File: src/rtl/ysyx_22041207_ifu_pkg.sv
// Shared types and constants for the prefetching instruction-fetch unit.
package ysyx_22041207_ifu_pkg;

  typedef enum logic [1:0] {
    S_IDLE = 2'd0,
    S_ADDR = 2'd1,
    S_DATA = 2'd2
  } ifu_state_e;

  localparam logic [7:0]  AR_SIZE_WORD     = 8'b0000_1111;
  localparam logic [63:0] DEFAULT_RESET_PC = 64'h0000_0000_8000_0000;

endpackage

File: src/rtl/ysyx_22041207_ifu_fifo.sv
// Prefetch queue: power-of-two FIFO of {pc, inst} entries with synchronous flush.
module ysyx_22041207_ifu_fifo #(
  parameter int W     = 96,
  parameter int DEPTH = 4,
  parameter int AW    = $clog2(DEPTH)
) (
  input  logic          clk,
  input  logic          rst_n,
  input  logic          flush,
  input  logic          push,
  input  logic [W-1:0]  push_data,
  input  logic          pop,
  output logic [W-1:0]  head,
  output logic [AW:0]   count
);

  logic [W-1:0]  mem_q [DEPTH];
  logic [AW-1:0] wr_ptr_q, wr_ptr_d;
  logic [AW-1:0] rd_ptr_q, rd_ptr_d;
  logic [AW:0]   count_q, count_d;
  logic          push_en, pop_en;

  // Flush dominates both push and pop so a redirect always leaves the queue empty.
  always_comb begin
    push_en  = push && !flush;
    pop_en   = pop && (count_q != '0) && !flush;
    wr_ptr_d = wr_ptr_q;
    rd_ptr_d = rd_ptr_q;
    count_d  = count_q;
    if (flush) begin
      wr_ptr_d = '0;
      rd_ptr_d = '0;
      count_d  = '0;
    end else begin
      wr_ptr_d = wr_ptr_q + AW'(push_en);
      rd_ptr_d = rd_ptr_q + AW'(pop_en);
      count_d  = count_q + (AW+1)'(push_en) - (AW+1)'(pop_en);
    end
  end

  always_ff @(posedge clk or negedge rst_n) begin
    if (!rst_n) begin
      for (int i = 0; i < DEPTH; i++) mem_q[i] <= '0;
      wr_ptr_q <= '0;
      rd_ptr_q <= '0;
      count_q  <= '0;
    end else begin
      if (push_en) mem_q[wr_ptr_q] <= push_data;
      wr_ptr_q <= wr_ptr_d;
      rd_ptr_q <= rd_ptr_d;
      count_q  <= count_d;
    end
  end

  assign head  = mem_q[rd_ptr_q];
  assign count = count_q;

endmodule

File: src/rtl/ysyx_22041207_ifu_prefetch.sv
// Instruction-fetch unit: one outstanding sequential read, DEPTH-entry prefetch queue toward ID.
module ysyx_22041207_ifu_prefetch
  import ysyx_22041207_ifu_pkg::*;
#(
  parameter int              XLEN     = 64,
  parameter int              DEPTH    = 4,
  parameter logic [XLEN-1:0] RESET_PC = XLEN'(DEFAULT_RESET_PC)
) (
  input  logic            clk,
  input  logic            rst_n,
  input  logic            redirect_valid,
  input  logic [XLEN-1:0] redirect_pc,
  output logic            out_valid,
  input  logic            out_ready,
  output logic [XLEN-1:0] out_pc,
  output logic [31:0]     out_inst,
  output logic            ar_valid,
  input  logic            ar_ready,
  output logic [XLEN-1:0] ar_addr,
  output logic [7:0]      ar_size,
  input  logic            r_valid,
  output logic            r_ready,
  input  logic [63:0]     r_data
);

  localparam int CW = $clog2(DEPTH) + 1;

  ifu_state_e      state_q, state_d;
  logic [XLEN-1:0] fetch_pc_q, fetch_pc_d;
  logic [XLEN-1:0] req_pc_q, req_pc_d;
  logic            squash_q, squash_d;

  logic [CW-1:0]   count;
  logic [CW-1:0]   eff_count;
  logic [CW:0]     occupancy;
  logic            in_flight, can_issue;
  logic            push, pop;
  logic [31:0]     inst_sel;
  logic [XLEN+31:0] head;

  // A redirect empties the queue this cycle, so issue decisions see it as empty.
  assign in_flight = (state_q != S_IDLE);
  assign eff_count = redirect_valid ? '0 : count;
  assign occupancy = {1'b0, eff_count} + {{CW{1'b0}}, in_flight};
  assign can_issue = occupancy < (CW+1)'(DEPTH);

  assign inst_sel = req_pc_q[2] ? r_data[63:32] : r_data[31:0];
  assign push     = (state_q == S_DATA) && r_valid && !squash_q && !redirect_valid;
  assign pop      = out_valid && out_ready;

  always_comb begin
    state_d    = state_q;
    fetch_pc_d = fetch_pc_q;
    req_pc_d   = req_pc_q;
    squash_d   = squash_q;
    if (redirect_valid) fetch_pc_d = redirect_pc & ~XLEN'(3);
    case (state_q)
      S_IDLE: begin
        if (can_issue) begin
          state_d  = S_ADDR;
          req_pc_d = fetch_pc_d;
        end
      end
      S_ADDR: begin
        // The address phase cannot be withdrawn; a redirect only marks its data as dead.
        if (redirect_valid) squash_d = 1'b1;
        if (ar_ready) begin
          state_d = S_DATA;
          if (!redirect_valid && !squash_q) fetch_pc_d = req_pc_q + XLEN'(4);
        end
      end
      S_DATA: begin
        if (redirect_valid) squash_d = 1'b1;
        if (r_valid) begin
          squash_d = 1'b0;
          if (can_issue) begin
            state_d  = S_ADDR;
            req_pc_d = fetch_pc_d;
          end else begin
            state_d = S_IDLE;
          end
        end
      end
      default: state_d = S_IDLE;
    endcase
  end

  always_ff @(posedge clk or negedge rst_n) begin
    if (!rst_n) begin
      state_q    <= S_IDLE;
      fetch_pc_q <= RESET_PC;
      req_pc_q   <= '0;
      squash_q   <= 1'b0;
    end else begin
      state_q    <= state_d;
      fetch_pc_q <= fetch_pc_d;
      req_pc_q   <= req_pc_d;
      squash_q   <= squash_d;
    end
  end

  ysyx_22041207_ifu_fifo #(
    .W     (XLEN + 32),
    .DEPTH (DEPTH)
  ) u_fifo (
    .clk       (clk),
    .rst_n     (rst_n),
    .flush     (redirect_valid),
    .push      (push),
    .push_data ({req_pc_q, inst_sel}),
    .pop       (pop),
    .head      (head),
    .count     (count)
  );

  assign out_valid = (count != '0);
  assign out_pc    = head[XLEN+31:32];
  assign out_inst  = head[31:0];
  assign ar_valid  = (state_q == S_ADDR);
  assign ar_addr   = req_pc_q;
  assign ar_size   = AR_SIZE_WORD;
  assign r_ready   = (state_q == S_DATA);

endmodule

File: config.mk
export PLATFORM = sky130hd
export DESIGN_NAME = ysyx_22041207_ifu_prefetch
export DESIGN_NICKNAME = d
export VERILOG_FILES = /design/src/rtl/ysyx_22041207_ifu_pkg.sv /design/src/rtl/ysyx_22041207_ifu_fifo.sv /design/src/rtl/ysyx_22041207_ifu_prefetch.sv
export SDC_FILE = /design/constraint.sdc
export NUM_CORES = 1
export LEC_CHECK = 0
export BUFFER_PORTS_ARGS = -buffer_cell sky130_fd_sc_hd__buf_2
export CORE_MARGIN = 2
export CORE_UTILIZATION = 25
export DETAILED_ROUTE_END_ITERATION = 10
export SETUP_SLACK_MARGIN = 0.05
export SYNTH_ARGS = -nofsm -noshare
export SYNTH_HDL_FRONTEND = slang
export SYNTH_SLANG_ARGS = --single-unit
File: constraint.sdc
create_clock -name clk -period 2.25 [get_ports clk]
set_clock_uncertainty 0.2 [all_clocks]
set_input_delay 0.45 -clock clk [delete_from_list [all_inputs] [get_ports clk]]
set_output_delay 0.45 -clock clk [all_outputs]
set_load 0.01 [all_outputs]
**Word-level counts from Yosys, hierarchy flattened**

Cells that the tools add are included.
W data, S select, Z words.

- Word-level logic and storage cells: 72
- Flip-flop bits (word level): 522
- Input port bits: 134

- Add/sub/neg operators: 6
- Bitwise operators: 2
- Reductions and logical operators: 18
- Eq/ne operators: 5
- $lt $le $gt $ge: 4
- Muxes and demuxes: 26

Operators by type and width:

| operator | number |
|---|---|
| $bwmux W384 | 1 |
| $mux W64 | 6 |
| $mux W96 | 3 |
| $bmux W96 S2 | 1 |
| $demux W96 S2 | 1 |
| $pmux W64 S2 | 1 |
| $add A64 B3 Y64 const B | 1 |
| $mux W32 | 1 |
| $mux W2 | 5 |
| $logic_and A1 B1 Y1 | 9 |
| $ge A3 B3 Y1 const B | 2 |
| $mux W3 | 2 |
| $not A2 Y3 | 2 |
| $pmux W2 S3 | 1 |
| $reduce_bool A2 Y1 | 3 |
| $add A2 B1 Y2 | 2 |
| $add A3 B1 Y4 | 1 |
| $lt A4 B3 Y1 const B | 1 |
| $ne A2 B2 Y1 const B | 2 |
| $add A3 B1 Y3 | 1 |
| $lt A3 B1 Y1 const B | 1 |
| $mux W1 | 3 |
| $reduce_and A3 Y1 | 1 |
| $reduce_bool A3 Y1 | 1 |
| 8 further kinds | 9 |

**Logic depth before layout (Yosys ltp)**

Gate-level depths: netlist (run 1).

- Word-level depth: 8
- Gate-level depth with buffers: 10
- Gate-level depth less buffers: 9

**Modules after synthesis**

From an unflattened synthesis (run 1), not the netlist that was laid out.

- Cell total of the unflattened synthesis: 1698
- Area total of the unflattened synthesis: 24558.6 um2

Modules (own cells, without submodules):

| module | seq. area each (um2) | area an instance (um2) | instances | cells an instance |
|---|---|---|---|---|
| ysyx_22041207_ifu_fifo | 9784.4 | 17266.6 | 1 | 961 |
| ysyx_22041207_ifu_prefetch | 3279.4 | 7292.0 | 1 | 737 |

**Worst setup path before layout (run 1)**

Ideal clock, no wire load.

- Path kind: input to register
- Start point: input port redirect_valid
- End point: register u_fifo.count_q[2], in the netlist u_fifo.count[2]
- Required time: 1.917 ns
- Slack: -0.270 ns
- Arrival time: 2.187 ns
- Cell stages on the path: 10
- Buffers on the path: 2
- Library setup time: 0.133 ns
- Path through: buf_2 buf_1 and3b_1 ha_1 inv_1 ha_1 inv_1 fa_1 xnor2_1 nor2_1

- Cells in the longest elaborated chain, start to end: 6
- Elaborated cells on any way between the ends: 7
- Classes of those cells: add/sub: 2; mux: 1; reduce/logical: 4

RTL lines:

| what | RTL line | RTL |
|---|---|---|
| from (decl) | ysyx_22041207_ifu_prefetch.sv:11 | `input logic redirect_valid,` |
| $logic_not A1 Y1 | ysyx_22041207_ifu_fifo.sv:25, ysyx_22041207_ifu_fifo.sv:26, ysyx_22041207_ifu_prefetch.sv:48 |  |
| $logic_and A1 B1 Y1 | ysyx_22041207_ifu_prefetch.sv:48 | `assign push = (state_q == S_DATA) && r_valid && !squash_q && !redirect_valid;` |
| $logic_and A1 B1 Y1 | ysyx_22041207_ifu_fifo.sv:25 | `push_en = push && !flush;` |
| $add A3 B1 Y3 | ysyx_22041207_ifu_fifo.sv:37 | `count_d = count_q + (AW+1)'(push_en) - (AW+1)'(pop_en);` |
| $sub A3 B1 Y3 | ysyx_22041207_ifu_fifo.sv:37 |  |
| $mux W3 * | ysyx_22041207_ifu_fifo.sv:30 | `if (flush) begin` |
| named net u_fifo.count_d[2] | ysyx_22041207_ifu_fifo.sv:20 | `logic [AW:0] count_q, count_d;` |
| to (signal assigned) | ysyx_22041207_ifu_fifo.sv:51 | `count_q <= count_d;` |
| to (decl) | ysyx_22041207_ifu_fifo.sv:20 |  |

Mark *: on every way through the listed nets, which the timed path passes. The rest lies on a longest branch.
A chain may end at the register's enable or synchronous reset.

**Worst setup path in the final report (run 1)**

- Start point: register u_fifo.rd_ptr_q[0]
- End point: output port out_inst[24]

- Cells in the longest elaborated chain, start to end: 4

RTL lines:

| what | RTL line | RTL |
|---|---|---|
| from (decl) | ysyx_22041207_ifu_fifo.sv:19 | `logic [AW-1:0] rd_ptr_q, rd_ptr_d;` |
| from (signal assigned) | ysyx_22041207_ifu_fifo.sv:50 | `rd_ptr_q <= rd_ptr_d;` |
| $not A2 Y3 (implied by the code) | ysyx_22041207_ifu_fifo.sv:55 | `assign head = mem_q[rd_ptr_q];` |
| $bmux W96 S2 | ysyx_22041207_ifu_fifo.sv:55 |  |
| $mux W96 (implied by the code) (2 in series) | ysyx_22041207_ifu_fifo.sv:55 |  |
| to (decl) | ysyx_22041207_ifu_prefetch.sv:16 | `output logic [31:0] out_inst,` |

No other way between the ends. The select of a mux whose other input is x is not followed.

==> results of run 1 <==
-- layer usage --
layer  share of wire (%)  wire [um]
met1                  45      33100
met2                  47      35000
met3                 5.3       3940
met4                 2.7       2000
met5               0.069         51
-- cell type report --
class                   instances  share of cell area [%]
diodes                          3                  0.0225
clock buffers                  85                    5.48
clock inverters                31                    1.14
multi-input cells            1205                    31.3
well taps                    1265                    4.74
inverters                      16                   0.180
flip-flops and latches        522                    39.2
repair buffers                642                    18.0
-- layout by cell type, fill, tap and decap left out, types with 6 or more instances in the layout --
cell           count
clkinv_2          10
nand3_1           20
buf_12            58
clkbuf_16         69
o31a_1            11
and3_1            11
and2_1            10
mux2i_1          125
conb_1             8
nand4_1           20
buf_6            105
buf_4            139
inv_1             11
clkbuf_8          17
dlygate4sd3_1    120
nor2_1           161
mux2_2           241
a21oi_1          140
buf_2            204
nor4_1             6
mux4_2            96
dfrtp_1          517
a211oi_1           7
nand2b_1           6
o21ai_0           87
and4_1            10
xnor2_1           19
nand2_1          114
nor4_4            10
xor2_1            13
nor3_1            10
bufinv_16          7
-- worst max-delay path, cell delays in order, from the launching register on --
cell and delay [ns]:
dfrtp_4 0.43, buf_6 0.12, buf_12 0.15, buf_12 0.14, mux4_2 0.54, buf_6 0.15
-- flip-flops by register name (all words and copies together), names as in the netlist --
register,count
squash_q,1
u_fifo.wr_ptr_q,2
ar_addr,64
state_q,2
u_fifo.count,3
fetch_pc_q,64
u_fifo.rd_ptr_q,2
u_fifo.mem_q,384
-- path summary, 6_finish.rpt --
check                                    from                end  slack (ns)  cells after the start
max reg2reg                   u_fifo.count[2]    u_fifo.count[1]       -0.12                      8
min                                r_data[12]  u_fifo.mem_q[300]        0.05                      3
min reg2reg                   u_fifo.mem_q[1]    u_fifo.mem_q[1]        0.28                      2
max in group asynchronous               rst_n  u_fifo.mem_q[301]        0.97                      3
max                        u_fifo.rd_ptr_q[0]       out_inst[24]       -0.58                      5
min in group asynchronous               rst_n  u_fifo.mem_q[214]        0.18                      2
-- metrics by stage --
stage	worst slack [ns]	hold WS [ns]	TNS (ns)	cells
final	-0.579	0.0469	-49.87	3769
after global routing	-0.665	0.0346	-58.43	3767
after CTS	-0.664	0.000296	-57.15	3747
after detailed placement	-0.123	0.239	-3.92	3487
after global placement	-0.145	0.247	-2.78	3487
after floorplan	-0.0898	-0.0456	-0.142	1915
-- power by group through the flow --
stage               registers (mW)  logic (mW)  clock network (mW)
finish                        11.8        13.3                10.8
global route                  12.0        14.4                11.5
CTS                           11.8        12.9                11.1
detailed placement            12.0        11.3                   0
global placement              11.9        11.2                   0
floorplan                     12.1        6.17                   0
-- kinds of logic (layout without fill, tap and decap cells) --
group	after synthesis	count (layout)	synth area share, %
other cells	2	11	0.0313
buf+inv	188	774	3.45
compound gates	271	271	6.26
mux	462	462	25.6
simple gates	421	421	8.42
fa+ha+maj	10	10	0.553
flops	522	522	54.5
xor+xnor	33	33	1.21
-- repair_timing --
| action | in CTS | in global routing |
|---|---|---|
| cloned | 5 | 6 |
| pin swaps | 7 | 27 |
| buffers inserted | 19 | 18 |
| setup endpoints to repair | 186 | 263 |
| hold buffers | 120 | 0 |
| resized for setup | 123 | 81 |
| hold endpoints to repair | 682 | 0 |
==> run metrics, run 1 <==
HP Class in -> reg; Setup Crit Path Kind reg -> out; CTS buffer count a little over 60; share of layout cells above drive strength 1 just over 40%; clk buf depth 3; # setup viols final 100; Post-Synthesis Cells roughly 1900; Net Sw Frac 34.0%; H-tree depth 2; Max-Cap Viols 0; top-area cell type share of the netlist area a little over half; nets@finish about 2600; EDFF count, synth 0; drt pass-1 iters 5; Area contributors post-synth dfrtp_1, mux2_2, mux4_2, mux2i_1, a21oi_1; vias between 15000 and 20000; area of the multi-input gates ~10000 um^2; Most used DFF post-synth dfrtp_1; DRT antenna net count 0; Max VDD drop 0.707 mV; Tot Pwr between 30 and 40 mW; busiest layer in global routing met2; failing checks setup timing; Core ar. about 95000 um^2; Die Y about 310 um; first-pass GRT wire length around 110000 um; Cell variety after synth 56; Wirelength per Cell between 15 and 20 um; drt total wl roughly 74000 um; row cnt between 100 and 150; Net Sw Power around 12 mW; antenna violations before repair 6; M2 GR Usage about 23%; syn avg cell area ~13 um^2; setup ws final -0.579 ns; placed inst area around 28000 um^2; largest net degree at the start of global routing 71; RSZ-0062 raised after global routing true; number of synthesis warnings 0; Reg power frac ~33%; dpl hpwl around 48000 um; Clk Latency, worst-skew pair around 0.65 ns; PortBufs between 200 and 300; met1 global-route usage roughly a fifth; post-synthesis register bit count 522; Fmax 0.353 GHz; Final Hold Vio Count 0; vias in the first global route ~18000; critical path endpoint category output port; gpl congestion about 0.75; pwr dens roughly 1100 nW/um^2; min Tclk post-route ~2.8 ns; Async S/R FF share, synth 100%; Die ar. a little under 100000 um^2; type of origin of the critical path flip-flop; CTS tree yes; grt met3 use between 2 and 3%; clock power share between 20 and 30%; io pins 305; Remaining Overflow, GRT 0; Post-synth top cells dfrtp_1, mux2_2, nor2_1; leak pwr between 15 and 20 nW; Gate power share 37.1%; clock root buffer clkbuf_16; DRC viols 0; register area around 13000 um^2; max-slew violations 0; synthesized cell area between 20000 and 25000 um^2; dominant cell by count in the synthesized netlist dfrtp_1; Tot GR Track Use between 10% and 20%; cell accounting for the most synthesized area dfrtp_1; post-route cell area between 30000 and 40000 um^2; register area share after synthesis a little over half; Initial Utilization between 20% and 30%; initial DRC count about 1100; chip width ~310 um; Data arrival, critical path roughly 2.2 ns; vias per cell between 4 and 5; outcome finished, violations left; Slew @ Worst Pin roughly 0.76 ns; Rel. slew slack about half; fin util 35.1%; CP required between 1.5 and 2 ns; synth-to-layout area growth 39.3%; filler instances 9251; Final period util 126%; # clock sinks roughly 520; Clock transition at path regs ~0.06 ns; critical-path maximum fanout 8; Cell Int Power 23.7 mW
Note: power is estimated with default switching activity, not from simulation.
==> run 2: changes to the inputs <==
--- a/config.mk
+++ b/config.mk
@@ -7,9 +7,10 @@
 export LEC_CHECK = 0
 export BUFFER_PORTS_ARGS = -buffer_cell sky130_fd_sc_hd__buf_2
 export CORE_MARGIN = 2
-export CORE_UTILIZATION = 25
+export CORE_UTILIZATION = 30
 export DETAILED_ROUTE_END_ITERATION = 10
 export SETUP_SLACK_MARGIN = 0.05
 export SYNTH_ARGS = -nofsm -noshare
 export SYNTH_HDL_FRONTEND = slang
 export SYNTH_SLANG_ARGS = --single-unit
+export TNS_END_PERCENT = 5
==> run metrics, run 2 (synthesis gave the netlist of run 1 again) <==
Wirelength per Cell 20.2 um (was 19.6 um); Initial Utilization 30.3% (was 25.2%); Clk Latency, worst-skew pair 0.61 ns (was 0.65 ns); H-tree depth 2 (unchanged); Final period util 125% (was 126%); outcome finished, violations left (unchanged); Die ar. 82200 um^2 (was 98300 um^2); io pins 305 (unchanged); r2r setup slk -0.09 ns (was -0.12 ns); worst reg-to-reg path cell count 8 (unchanged); reg-to-reg startpoint u_fifo.count[0] (was u_fifo.count[2]); critical-path maximum fanout 7 (was 8); # setup viols final 99 (was 100); Slew @ Worst Pin 0.535 ns (was 0.765 ns); Rel. slew slack 63.3% (was 49.0%); gpl congestion 0.803 (was 0.749); row cnt 103 (was 113); CTS buffer count 58 (was 61); leak pwr 14.6 nW (was 15.3 nW); Max VDD drop 0.684 mV (was 0.707 mV); DRT antenna net count 0 (unchanged); WL met3 4020 um (was 3940 um); max reg flops 384 (unchanged); clk buf depth 3 (unchanged); failing checks setup timing (unchanged); area of the multi-input gates 10300 um^2 (was 10400 um^2); dpl hpwl 46700 um (was 48000 um); Remaining Overflow, GRT 0 (unchanged); most frequent cells in the layout dfrtp_1, mux2_2, buf_2, nor2_1, a21oi_1 (unchanged); critical path endpoint category output port (unchanged); chip width 287 um (was 314 um); # clock sinks 522 (unchanged); hold worst-path end u_fifo.mem_q[307] (was u_fifo.mem_q[300]); type of origin of the critical path flip-flop (unchanged); Final Hold Vio Count 0 (unchanged); drt pass-1 iters 5 (unchanged); HP Class in -> reg (unchanged); max-slew violations 0 (unchanged); wl on met1 29500 um (was 33100 um); Max-Cap Viols 0 (unchanged); initial DRC count 1130 (was 1111); vias per cell 4.96 (was 4.60); setup ws final -0.559 ns (was -0.579 ns); PortBufs 294 (unchanged); Fmax 0.356 GHz (was 0.353 GHz); share of layout cells above drive strength 1 38.8% (was 41.2%); RSZ-0062 raised after global routing true (unchanged); Setup Crit Path Kind reg -> out (unchanged); drt total wl 70300 um (was 74100 um); synth-to-layout area growth 32.3% (was 39.3%); Setup TNS -47.19 ns (was -49.87 ns); CTS tree yes (unchanged); pwr dens 1080 nW/um^2 (about the same); Top reg by flops u_fifo.mem_q (unchanged); top sig layer met5 (unchanged); worst hold path cell count 3 (unchanged); Clock transition at path regs 0.06 ns (about the same); DRC viols 0 (unchanged); crit path from u_fifo.rd_ptr_q[0] (unchanged); dpl ws -0.154 ns (was -0.123 ns); clock root buffer clkbuf_16 (unchanged); min Tclk post-route 2.81 ns (was 2.83 ns); CP required 1.60 ns (about the same); Core ar. 79000 um^2 (was 95000 um^2); register area 13100 um^2 (about the same); DR WL met2 34800 um (was 35000 um); first-pass GRT wire length 109000 um (was 110000 um); nets@finish 2516 (was 2592); Die Y 287 um (was 314 um); Fin Hold WS 0.00876 ns (was 0.0469 ns); most common cell after layout, fill and taps aside dfrtp_1 (unchanged); Hold Startpoint r_data[51] (was r_data[12]); Data arrival, critical path 2.16 ns (was 2.18 ns); antenna violations before repair 6 (unchanged); Tot GR Track Use 17.0% (was 14.5%); filler instances 7339 (was 9251); vias in the first global route 18300 (was 17600); largest net degree at the start of global routing 91 (was 71); vias 17200 (was 17400); R2R Path End u_fifo.count[1] (unchanged)
run 2: area by class of cell:
type                    count  area share [%]
diodes                      5          0.0395
multi-input cells        1205            32.6
inverters                  16           0.189
clock inverters            17           0.880
well taps                1050            4.15
clock buffers              89            5.53
repair buffers            569            15.3
flip-flops and latches    522            41.2
run 2: worst max path at each step:
stage | endpoint | slack (ns) | depth (start not counted)
2_1_floorplan | u_fifo.count[1] | -0.09 | 8
3_3_place_gp | u_fifo.mem_q[184] | -0.15 | 7
3_5_place_dp | u_fifo.mem_q[184] | -0.15 | 7
4_1_cts | out_pc[13] | -0.63 | 5
5_1_grt | out_inst[28] | -0.63 | 5
6_report | out_inst[28] | -0.56 | 5
run 2: what timing repair did:
| action | 4_1_cts | 5_1_grt |
|---|---|---|
| resized for setup | 89 | 50 |
| setup buffers | 6 | 0 |
| hold endpoints to repair | 458 | 0 |
| gates cloned | 7 | 0 |
| pin swaps | 6 | 7 |
| hold buffers | 102 | 0 |
| endpoints found under the setup margin | 257 | 359 |
run 2: worst max-delay path, stage by stage, from the launching register on:
cell and delay, ns:
dfrtp_4 0.50, buf_12 0.15, buf_8 0.13, buf_16 0.14, mux4_2 0.47, buf_6 0.15
run 2: report_power, final:
group	switching, mW	internal (mW)
combinational	6.64	5.65
sequential	0.965	10.9
clock	3.88	6.14
total	11.5	22.7
run 2: metal layers:
layer,up-vias,global-route usage [%]
met3,102,3.60
met5,-,0
met2,442,28.4
li1,7783,-
met1,8876,22.2
met4,6,5.27
run 2: stage by stage:
step	cell area, um^2	instances	power (mW)	utilization (%)
floorplan	24000	1915	18.3	-
CTS	31500	3470	34.4	39.9
detailed placement	27800	3249	23.1	35.1
finish	31700	3473	34.2	40.1
global placement	27800	3249	22.7	35.1
global route	31700	3470	36.1	40.1
==> run 3: changes to the inputs <==
--- a/config.mk
+++ b/config.mk
@@ -6,6 +6,7 @@
 export NUM_CORES = 1
 export LEC_CHECK = 0
 export BUFFER_PORTS_ARGS = -buffer_cell sky130_fd_sc_hd__buf_2
+export CORE_ASPECT_RATIO = 1.25
 export CORE_MARGIN = 2
 export CORE_UTILIZATION = 30
 export DETAILED_ROUTE_END_ITERATION = 10
==> run metrics, run 3 (synthesis gave the netlist of run 1 again) <==
outcome finished, violations left (unchanged); failing checks setup timing (unchanged); Die Y 320 um (was 287 um); Clk Latency, worst-skew pair 0.60 ns (was 0.61 ns); dpl hpwl 49000 um (was 46700 um); Remaining Overflow, GRT 0 (unchanged); register area 13100 um^2 (about the same); Fmax 0.360 GHz (was 0.356 GHz); # clock sinks 522 (unchanged); vias per cell 4.92 (was 4.96); most common cell after layout, fill and taps aside dfrtp_1 (unchanged); Net Sw Frac 33.5% (was 33.6%); vias in the first global route 18900 (was 18300); Reg power frac 34.9% (was 34.7%); Final period util 124% (was 125%); setup ws final -0.531 ns (was -0.559 ns); RSZ-0062 raised after global routing true (unchanged); area of the multi-input gates 10400 um^2 (was 10300 um^2); Net Sw Power 11.4 mW (was 11.5 mW); delay of the slowest cell on the worst path 0.56 ns (was 0.50 ns); crit-path most repeated cell buf_12; critical path endpoint category output port (unchanged); drt pass-1 iters 5 (unchanged); HP Class in -> reg (unchanged); Clock transition at path regs 0.06 ns (about the same); type of origin of the critical path flip-flop (unchanged); placed cells 3296 (was 3249); worst path cell trace buf_12 -> buf_12 -> mux4_2 -> buf_6 (was buf_12 -> buf_8 -> buf_16 -> mux4_2 -> buf_6); dpl ws -0.261 ns (was -0.154 ns); Tot Pwr 34.0 mW (was 34.2 mW); Final Hold Vio Count 0 (unchanged); largest net degree at the start of global routing 80 (was 91); Die ar. 82200 um^2 (about the same); chip width 257 um (was 287 um); antenna violations before repair 8 (was 6); Top reg by flops u_fifo.mem_q (unchanged); Slew @ Worst Pin 0.546 ns (was 0.535 ns); Fin Hold WS 0.0392 ns (was 0.00876 ns); Max-Cap Viols 0 (unchanged); filler instances 7388 (was 7339); Initial Utilization 30.4% (was 30.3%); Rel. slew slack 63.6% (was 63.3%); clock root buffer clkbuf_16 (unchanged); nets@finish 2570 (was 2516); CTS buffer count 56 (was 58); clk buf depth 3 (unchanged); initial DRC count 843 (was 1130); Worst path slowest cell mux4_2 (was dfrtp_4); Max VDD drop 0.661 mV (was 0.684 mV); most frequent cells in the layout dfrtp_1, buf_2, mux2_2, nor2_1, buf_4 (was dfrtp_1, mux2_2, buf_2, nor2_1, a21oi_1); DRC viols 0 (unchanged); min Tclk post-route 2.78 ns (was 2.81 ns); H-tree depth 2 (unchanged); share of layout cells above drive strength 1 39.8% (was 38.8%); final std cells w/o fill 3524 (was 3473); vias 17300 (was 17200); placed inst area 28100 um^2 (was 27800 um^2); leak pwr 14.9 nW (was 14.6 nW); CP required 1.60 ns (about the same); io pins 305 (unchanged); PortBufs 294 (unchanged); row cnt 115 (was 103); post-route cell area 32000 um^2 (was 31700 um^2); family with the most delay on the worst path multiplexers (was buffers and inverters); max-slew violations 0 (unchanged); drt total wl 70000 um (was 70300 um); buffer and inverter count on the worst path 3 (was 4); Setup Crit Path Kind reg -> out (unchanged); max reg flops 384 (unchanged); DRT antenna net count 0 (unchanged); fin util 40.6% (was 40.1%); # setup viols final 100 (was 99); synth-to-layout area growth 33.6% (was 32.3%); clock power share 28.9% (was 29.3%); Wirelength per Cell 19.9 um (was 20.2 um); pwr dens 1060 nW/um^2 (was 1080 nW/um^2); CTS tree yes (unchanged); Core ar. 78900 um^2 (was 79000 um^2); Setup TNS -45.59 ns (was -47.19 ns); Tot GR Track Use 16.9% (was 17.0%); Gate power share 36.2% (was 35.9%); first-pass GRT wire length 109000 um (about the same); critical-path maximum fanout 10 (was 7); Cell Int Power 22.6 mW (was 22.7 mW); Data arrival, critical path 2.13 ns (was 2.16 ns); gpl congestion 0.832 (was 0.803)
[run 3: power groups by stage]
| stage | Sequential, mW | Clock, mW | Combinational, mW |
|---|---|---|---|
| after floorplan | 12.1 | 0 | 6.16 |
| after CTS | 11.9 | 10.1 | 12.2 |
| after global routing | 12.0 | 10.5 | 13.4 |
| final | 11.9 | 9.81 | 12.3 |
| after detailed placement | 12.0 | 0 | 11.4 |
| after global placement | 11.9 | 0 | 11.1 |
[run 3: area by class of cell]
| class | count | share of cell area [%] |
|---|---|---|
| sequential | 522 | 40.8 |
| multi-input combinational | 1205 | 32.6 |
| timing repair buffer | 625 | 16.1 |
| clock buffer | 82 | 5.15 |
| tap | 1053 | 4.11 |
| inverter | 16 | 0.188 |
| clock inverter | 19 | 0.965 |
| antenna | 2 | 0.0156 |
[run 3: routing by layer]
| layer | vias to the layer above | global-route usage (%) | wire length (um) |
|---|---|---|---|
| li1 | 7862 | - | - |
| met1 | 8933 | 20.7 | 29100 |
| met2 | 414 | 29.8 | 35600 |
| met3 | 129 | 2.91 | 3050 |
| met4 | 6 | 5.78 | 2230 |
| met5 | - | 0 | 39 |
[run 3: final timing paths]
| path | start | to | slack [ns] | cells past startpoint |
|---|---|---|---|---|
| min in group asynchronous | rst_n | u_fifo.mem_q[347] | 0.13 | 2 |
| setup reg to reg | u_fifo.count[2] | u_fifo.count[1] | -0.16 | 8 |
| hold / removal | redirect_pc[8] | ar_addr[8] | 0.04 | 3 |
| hold reg to reg | u_fifo.mem_q[65] | u_fifo.mem_q[65] | 0.28 | 2 |
| setup / recovery | u_fifo.rd_ptr_q[0] | out_pc[21] | -0.53 | 4 |
| max in group asynchronous | rst_n | u_fifo.rd_ptr_q[0] | 0.89 | 4 |
[run 3: tightest hold or removal path: cells and delay by family]
family / cells / cell delay (ns)
compound gates: 1 / 0.13
buf+inv: 1 / 0.11
mux: 1 / 0.09
[run 3: timing repair]
action | 4_1_cts | 5_1_grt
pin swaps | 11 | 20
hold endpoints to repair | 324 | 0
endpoints found under the setup margin | 293 | 268
setup buffers | 6 | 1
gates resized for setup | 66 | 75
hold buffers | 118 | 0
